===== config.mk =====
export PLATFORM = sky130hd
export DESIGN_NAME = uart_str_tx
export DESIGN_NICKNAME = d
export VERILOG_FILES = /design/src/rtl/uart_str_tx.sv
export SDC_FILE = /design/constraint.sdc
export NUM_CORES = 1
export LEC_CHECK = 0
export BUFFER_PORTS_ARGS = -buffer_cell sky130_fd_sc_hd__buf_4
export CAP_MARGIN = 10
export CORE_ASPECT_RATIO = 0.75
export CORE_UTILIZATION = 41
export DETAILED_ROUTE_END_ITERATION = 6
export GPL_TIMING_DRIVEN = 0
export PLACE_DENSITY_LB_ADDON = 0.05
export SLEW_MARGIN = 20
export SYNTH_ARGS = -nofsm -noshare
export SYNTH_HDL_FRONTEND = slang
export SYNTH_SLANG_ARGS = --single-unit

===== constraint.sdc =====
create_clock -name clk -period 2.7 [get_ports clk]
set_clock_uncertainty 0.2 [all_clocks]
set_input_delay 0.81 -clock clk [delete_from_list [all_inputs] [get_ports clk]]
set_output_delay 0.81 -clock clk [all_outputs]
set_load 0.01 [all_outputs]

===== src/rtl/uart_str_tx.sv =====
// uart_str_tx: 8N1 UART transmitter for short ASCII strings, LSB first.
//
// A one-cycle request latches a right-aligned string buffer and a character
// count. Characters go out from byte (count-1) down to byte 0 with no idle
// gap between frames. Counts above MAXBYTES are clamped to MAXBYTES.
//
// Ports:
//   clk        system clock
//   rst_n      asynchronous active-low reset
//   en_uart    send request, sampled every cycle; ignored while busy
//   read_data  string buffer, byte k = bits [8k+7:8k]
//   nummax     number of characters to send (0 = just pulse tx_done)
//   uart_tx    serial line, idles high
//   tx_busy    high while a string is on the line
//   tx_done    one-cycle pulse after the last stop bit of a string
//
// All outputs are registered one cycle behind the state register, so a
// request sampled at edge N shows up on the line at edge N+1.
module uart_str_tx #(
    parameter int unsigned BAUD_DIV = 703,
    parameter int unsigned MAXBYTES = 10
) (
    input  logic                  clk,
    input  logic                  rst_n,
    input  logic                  en_uart,
    input  logic [8*MAXBYTES-1:0] read_data,
    input  logic [5:0]            nummax,
    output logic                  uart_tx,
    output logic                  tx_busy,
    output logic                  tx_done
);

    typedef enum logic [1:0] {
        StIdle,
        StStart,
        StData,
        StStop
    } state_e;

    localparam logic [15:0] TimerMax = 16'(BAUD_DIV - 1);
    localparam logic [5:0]  MaxChars = 6'(MAXBYTES);

    state_e                state_q, state_d;
    logic [15:0]           timer_q, timer_d;
    logic [2:0]            bitcnt_q, bitcnt_d;
    logic [3:0]            idx_q, idx_d;
    logic [8*MAXBYTES-1:0] shreg_q, shreg_d;
    logic [7:0]            bitsh_q, bitsh_d;
    logic                  done_ev_q, done_ev_d;
    logic                  uart_tx_q, uart_tx_d;
    logic                  tx_busy_q, tx_busy_d;
    logic                  tx_done_q, tx_done_d;

    logic                  bit_end;
    logic [3:0]            n_chars;
    logic [7:0]            cur_byte;

    assign bit_end = (timer_q == TimerMax);

    // Clamped character count for a new request.
    always_comb begin
        n_chars = nummax[3:0];
        if (nummax > MaxChars) begin
            n_chars = 4'(MAXBYTES);
        end
    end

    // Byte currently addressed by idx; indices past the buffer read as zero.
    always_comb begin
        cur_byte = 8'h00;
        for (int k = 0; k < int'(MAXBYTES); k++) begin
            if (idx_q == 4'(k)) begin
                cur_byte = shreg_q[8*k +: 8];
            end
        end
    end

    // Next-state logic.
    always_comb begin
        state_d   = state_q;
        timer_d   = timer_q;
        bitcnt_d  = bitcnt_q;
        idx_d     = idx_q;
        shreg_d   = shreg_q;
        bitsh_d   = bitsh_q;
        done_ev_d = 1'b0;

        unique case (state_q)
            StIdle: begin
                timer_d  = 16'd0;
                bitcnt_d = 3'd0;
                if (en_uart) begin
                    if (nummax != 6'd0) begin
                        shreg_d = read_data;
                        idx_d   = n_chars - 4'd1;
                        state_d = StStart;
                    end else begin
                        // Empty string: acknowledge without touching the line.
                        done_ev_d = 1'b1;
                    end
                end
            end

            StStart: begin
                if (bit_end) begin
                    timer_d = 16'd0;
                    bitsh_d = cur_byte;
                    state_d = StData;
                end else begin
                    timer_d = timer_q + 16'd1;
                end
            end

            StData: begin
                if (bit_end) begin
                    timer_d = 16'd0;
                    bitsh_d = {1'b0, bitsh_q[7:1]};
                    if (bitcnt_q == 3'd7) begin
                        bitcnt_d = 3'd0;
                        state_d  = StStop;
                    end else begin
                        bitcnt_d = bitcnt_q + 3'd1;
                    end
                end else begin
                    timer_d = timer_q + 16'd1;
                end
            end

            StStop: begin
                if (bit_end) begin
                    timer_d = 16'd0;
                    if (idx_q == 4'd0) begin
                        done_ev_d = 1'b1;
                        state_d   = StIdle;
                    end else begin
                        // Next character follows immediately, no idle gap.
                        idx_d   = idx_q - 4'd1;
                        state_d = StStart;
                    end
                end else begin
                    timer_d = timer_q + 16'd1;
                end
            end

            default: begin
                state_d = StIdle;
            end
        endcase
    end

    // Registered outputs derived from the current state.
    always_comb begin
        uart_tx_d = 1'b1;
        unique case (state_q)
            StStart: uart_tx_d = 1'b0;
            StData:  uart_tx_d = bitsh_q[0];
            default: uart_tx_d = 1'b1;
        endcase
        tx_busy_d = (state_q != StIdle);
        tx_done_d = done_ev_q;
    end

    always_ff @(posedge clk or negedge rst_n) begin
        if (!rst_n) begin
            state_q   <= StIdle;
            timer_q   <= 16'd0;
            bitcnt_q  <= 3'd0;
            idx_q     <= 4'd0;
            shreg_q   <= '0;
            bitsh_q   <= 8'h00;
            done_ev_q <= 1'b0;
            uart_tx_q <= 1'b1;
            tx_busy_q <= 1'b0;
            tx_done_q <= 1'b0;
        end else begin
            state_q   <= state_d;
            timer_q   <= timer_d;
            bitcnt_q  <= bitcnt_d;
            idx_q     <= idx_d;
            shreg_q   <= shreg_d;
            bitsh_q   <= bitsh_d;
            done_ev_q <= done_ev_d;
            uart_tx_q <= uart_tx_d;
            tx_busy_q <= tx_busy_d;
            tx_done_q <= tx_done_d;
        end
    end

    assign uart_tx = uart_tx_q;
    assign tx_busy = tx_busy_q;
    assign tx_done = tx_done_q;

endmodule


==> results.cfg, run 1 <==
[outcome]
status = complete, but fails checks
violations = design-rule violations

[flow_run]
drv_cap = 0

[yosys]
avgSynthCellArea_um2 = 11.2
yosys_warnings = 0
synth_top_flop_cell = dfrtp_1
synth_edf_count = 0
synth-seq-cells = 117
ys_async_sr_fraction = 1.00
syn-instance-count = 515
synth.distinct_cells = 60
synth_area_um2 = 5770
synth_nets = 618
ys_seq_area_frac = 0.508

[routing]
ant_nets = 0
dr.first_iter.drc_count = 260
wl_per_cell_um = 18.3
wirelength_um = 14900
vias = 4441
drcViolationCount = 2
avgViaCountPerCell = 5.45
dr.pass1.iters = 7

[critical_path]
r2r_slack_ps = 100
path_class = reg -> reg
cpPeakStageDelay_ps = 410
timing.critical_path.slowest_stage_cell = dfrtp_1
arrival_ps = 2740
ff2ff_path_depth = 9
critical_path.max_fanout = 10
critPathRequiredTime_ps = 2840
critPathLaunchType = register
timing.rr.end = bitsh_q[5]
reg2reg_from = idx_q[0]
crit_path_cell_trace = inv_1 > ha_1 > clkbuf_1 > clkbuf_2 > o31ai_1 > nand2_1 > o22ai_1 > o221ai_1 > nand3_1
endpoint_kind = register

[layout]
post-route-util = 0.541
layout-drive-gt1-share = 0.350
nets = 730
diodes = 0
area_growth_syn_to_layout_pct = 28.6
design_area_um2 = 7420
n_fill_cell = 1192

[sta]
drv_slew = 0
maxClockFrequency_mhz = 385
finalSetupTns_ps = 0
whs_ps = 159
grt_setup_unrepaired = false
fin_crit_ps = 2600
slew_headroom = 0.564
post-route-period-util = 0.963
max_slew.worst_pin.slew_ps = 648
finalHoldViolCount = 0
final-setup-viol-count = 0

[pwr]
powerDensity_nw_per_um2 = 1100
leakage_nw = 3.28
total_power_mw = 8.13
ir_drop_uv = 514

[floorplanning]
num_io_pins = 92
core-area_um2 = 13700
row_count = 37
die_x_um = 139
die_h_um = 105
die-area_um2 = 14600
initial_core_util = 0.421

[placement]
portBuffers = 91
hpwl_um = 11000
place.gp.congestion = 0.824
placed_area_um2 = 6700

[cts]
clk_path_buf_depth = 2
insertion_delay_ps = 410
cts_tree = yes
cts.hold.buffers_added = 0
cts.clk_slew.worst_paths_ps = 50
clockRootBuffer = clkbuf_16
cts-buffers-inserted = 17
clock-sinks = 117
htreeDepth = 4

[min_path]
min_path_type = in -> async

[global_route]
antenna_found_initial = 0
gr-total-overflow = 0
grt_pass1_vias = 4532
grt_start_max_net_pins = 63
track_usage = 0.217
grt_pass1_wl_um = 24100
-- critical path: cells and delay by family, from the launching register on --
| family | cells | cell delay, ps |
|---|---|---|
| AO/OA/AOI/OAI | 3 | 800 |
| buffers and inverters | 3 | 640 |
| flip-flops | 1 | 410 |
| AND/OR/NAND/NOR | 2 | 260 |
| adder cells (fa/ha/maj) | 1 | 210 |
-- stage by stage --
stage	instances	setup slack (ps)
2_1_floorplan	515	32.9
3_3_place_gp	781	-446
3_5_place_dp	782	-508
4_1_cts	814	3.76
5_1_grt	815	1.33
6_report	815	101
-- placed cells by master, fill, tap and decap left out, types with 4 or more instances in the layout --
cell,n
buf_2,5
nand2b_1,4
buf_4,92
o22ai_1,11
clkbuf_1,17
a32oi_1,7
nor2_1,25
mux2_2,70
dfrtp_1,116
a21o_1,5
or3_1,4
bufinv_16,5
nand2_1,33
o221ai_1,8
a21oi_1,15
clkinv_4,4
nand3_1,22
xor2_1,8
nor2b_1,7
o21ai_1,7
clkbuf_16,17
a221oi_1,7
ha_1,13
clkbuf_2,5
o21ai_0,23
inv_1,18
mux2_1,4
clkinv_2,4
a22oi_1,8
xnor2_1,8
nor3_1,4
and3_1,5
-- how the worst max path moves through the flow --
stage	from	endpoint	slack [ps]	depth (start not counted)
6_report	idx_q[0]	bitsh_q[5]	100	9
5_1_grt	state_q[0]	state_q[1]	1	7
4_1_cts	idx_q[1]	bitsh_q[5]	4	8
3_5_place_dp	nummax[1]	shreg_q[64]	-510	7
3_3_place_gp	nummax[1]	shreg_q[64]	-450	7
2_1_floorplan	nummax[2]	shreg_q[74]	30	6
-- logic make-up after synthesis --
kind of cell    synth area share
simple gates               0.123
compound gates             0.130
fa+ha+maj                 0.0304
mux                        0.152
xor+xnor                  0.0243
buf+inv                   0.0325
flops                      0.508
-- registers in the layout, summed over array words and instances, names as in the netlist --
signal,cells
timer_q,16
shreg_q,80
tx_done,1
bitcnt_q,3
tx_busy,1
uart_tx,1
idx_q,4
done_ev_q,1
state_q,2
bitsh_q,8
-- Yosys cell counts (4+ instances only) --
master	number	area share
nor2_1	26	0.017
a32oi_1	7	0.011
mux2_2	70	0.14
or3_1	4	0.0043
mux2_1	4	0.0078
clkbuf_1	20	0.013
and3_1	5	0.0054
nor3_1	5	0.0043
xnor2_1	8	0.012
dfrtp_1	116	0.50
a21o_1	5	0.0065
ha_1	14	0.030
xor2_1	8	0.012
nor2b_1	7	0.0076
a21oi_1	15	0.013
o21ai_1	7	0.0061
nand2_1	33	0.021
o22ai_1	11	0.012
nand3_1	22	0.019
o21ai_0	23	0.020
a221oi_1	7	0.011
a22oi_1	8	0.010
o221ai_1	8	0.012
inv_1	18	0.012
nand2b_1	4	0.0043
-- cell type report --
cell class | instances | area, um2 | area share
clock inverters | 13 | 205 | 0.0277
clock buffers | 19 | 443 | 0.0597
repair buffers | 93 | 722 | 0.0973
inverters | 18 | 67.6 | 0.00911
multi-input cells | 352 | 2700 | 0.364
flip-flops and latches | 117 | 2930 | 0.395
plain buffers | 28 | 129 | 0.0174
well taps | 175 | 219 | 0.0295
-- power breakdown --
| group | leakage, nW | total, mW | internal (mW) | switching (mW) |
|---|---|---|---|---|
| clock | 0.321 | 2.46 | 1.66 | 0.804 |
| sequential | 1.44 | 2.90 | 2.47 | 0.434 |
| combinational | 1.52 | 2.77 | 1.31 | 1.46 |
| total | 3.28 | 8.13 | 5.44 | 2.69 |
-- routing by layer --
layer,track usage,wire length (um)
met1,0.321,7570
met3,0.0481,665
met2,0.312,6500
met5,0,0
met4,0.0675,151
-- repair_timing --
action / CTS / global route
pin swaps: 0 / 1
endpoints found under the hold margin: 0 / 0
setup endpoints to repair: 37 / 10
buffers inserted: 0 / 1
gates resized for setup: 8 / 9
Power figures use the tool's default switching activity.
==> run 2, diff against run 1 <==
Settings changed: CORE_ASPECT_RATIO 0.75 to default.
==> run 2 against run 1 <==
  * The flow now finishes without violations
  * Register-to-register slack worse by 40 ps
  * Die area about the same
  * Cell area about the same
  * Total power down 0.58%
  * Combinational power down 2%
  * Via count down 0.72%
  * Core utilization up 0.82 points
  * Clock power about the same
  * Routed wire length down 1.8%
  * First-iteration DRC count down 19%
  * Non-clock buffer count down 1
  * Global-route usage about the same
  * Critical endpoint is now bitsh_q[2]
  * Largest cell class unchanged
==> results.cfg, run 2 (synthesis results as in run 1) <==
[cts]
clk_path_buf_depth = 2
cts-buffers-inserted = 17
cts_tree = yes
insertion_delay_ps = 420
clock-sinks = 117
htreeDepth = 4
cts.clk_slew.worst_paths_ps = 50
clockRootBuffer = clkbuf_16
post_cts_buffers = 0

[outcome]
status = finished clean

[placement]
placed_area_um2 = 6700
pre_cts_ws_ps = -429
place.gp.congestion = 0.819
hpwl_um = 10800
portBuffers = 91

[layout]
final_cell_mix = dfrtp_1 (116), buf_4 (91), mux2_2 (70), nand2_1 (33), nor2_1 (25)
area_growth_syn_to_layout_pct = 28.7
diodes = 0
layout-drive-gt1-share = 0.351
design_area_um2 = 7420
nets = 729
largest_register = shreg_q
largest_reg_flops = 80
post-route-util = 0.549
top_regs = shreg_q: 80 flops, timer_q: 16 flops, bitsh_q: 8 flops
final_common_cell = dfrtp_1

[critical_path]
cpPeakStageDelay_ps = 420
path_class = reg -> reg
critPathLaunchType = register
worst-path-buf-inv = 3
crit_path_cell_trace = inv_1 > ha_1 > clkbuf_1 > clkbuf_2 > o31ai_1 > nand2_1 > o22ai_1 > o221ai_1 > nand3_1
endpoint_kind = register
critical_path.max_fanout = 10
arrival_ps = 2710
timing.critical_path.slowest_stage_cell = dfrtp_1
cp_top_family = buffers and inverters
critPathRequiredTime_ps = 2770

[min_path]
min_path_type = reg -> reg

[sta]
whs_ps = 154
drv_slew = 0
fin_crit_ps = 2640
final-setup-viol-count = 0
slew_headroom = 0.446
setup_slack_ps = 61.5
post-route-period-util = 0.977
grt_setup_unrepaired = true
maxClockFrequency_mhz = 379
finalHoldViolCount = 0
max_slew.worst_pin.slew_ps = 823

[pwr]
combPwrFrac = 0.337
total_power_mw = 8.09
leakage_nw = 3.28
ir_drop_uv = 544
clkPwrFrac = 0.307
p_sw_mw = 2.61
internal_power_mw = 5.48
seqPwrFrac = 0.356
powerDensity_nw_per_um2 = 1090
swShare = 0.323

[global_route]
antenna_found_initial = 0
gr-total-overflow = 0
grt_start_max_net_pins = 61
track_usage = 0.217
grt_pass1_vias = 4361
grt_pass1_wl_um = 23400

[routing]
wl_per_cell_um = 17.9
vias = 4409
dr.pass1.iters = 4
drcViolationCount = 0
ant_nets = 0
avgViaCountPerCell = 5.41
wirelength_um = 14600
dr.first_iter.drc_count = 210

[floorplanning]
die_x_um = 121
row_count = 42
die-area_um2 = 14500
die_h_um = 121
core-area_um2 = 13500
num_io_pins = 92
initial_core_util = 0.427

[flow_run]
drv_cap = 0
-- run 2: worst register-to-register path, stage by stage (launching register included) --
cell and delay, ps:
dfrtp_1 420, inv_1 120, ha_1 150, clkbuf_1 380, clkbuf_2 340, o31ai_1 90
nand2_1 150, o22ai_1 140, o221ai_1 370, nand3_1 140
-- run 2: cell type report --
| type | instances | area, um2 |
|---|---|---|
| well taps | 176 | 220 |
| flip-flops and latches | 117 | 2930 |
| clock buffers | 22 | 474 |
| inverters | 18 | 67.6 |
| fillers | 1196 | 6080 |
| clock inverters | 10 | 175 |
| repair buffers | 92 | 714 |
| multi-input cells | 352 | 2710 |
| plain buffers | 28 | 129 |
-- run 2: final timing paths --
check                               start  slack (ps)  depth (start not counted)           to
min in group asynchronous           rst_n         160                          1  shreg_q[72]
worst max register to register   idx_q[0]          60                          9   bitsh_q[2]
worst max-delay path             idx_q[0]          60                          9   bitsh_q[2]
worst min register to register  done_ev_q         150                          0      tx_done
worst min-delay path            done_ev_q         150                          0      tx_done
max in group asynchronous           rst_n        1440                          2      uart_tx
-- run 2: power groups by stage --
stage / sequential, mW / clock (mW) / combinational (mW)
6_report: 2.88 / 2.48 / 2.72
3_5_place_dp: 2.91 / 0 / 2.69
2_1_floorplan: 2.77 / 0 / 1.96
5_1_grt: 2.98 / 2.61 / 3.01
4_1_cts: 2.88 / 2.53 / 2.71
3_3_place_gp: 2.88 / 0 / 2.64
-- run 2: repair_timing --
item | in CTS | in global routing
setup endpoints to repair | 20 | 44
gates resized for setup | 6 | 15
hold buffers | 0 | 0
-- run 2: routing by layer --
layer / part of all wire / vias to the layer above / track usage
li1: - / 2117 / -
met1: 0.48 / 2182 / 0.298
met2: 0.46 / 99 / 0.333
met3: 0.048 / 11 / 0.0585
met4: 0.011 / 0 / 0.0648
met5: 0 / - / 0
-- run 2: through the flow --
step	cells	setup TNS [ps]
floorplan	515	0
detailed placement	783	-19800
global placement	782	-17320
finish	815	0
CTS	815	0
global route	815	-93.0
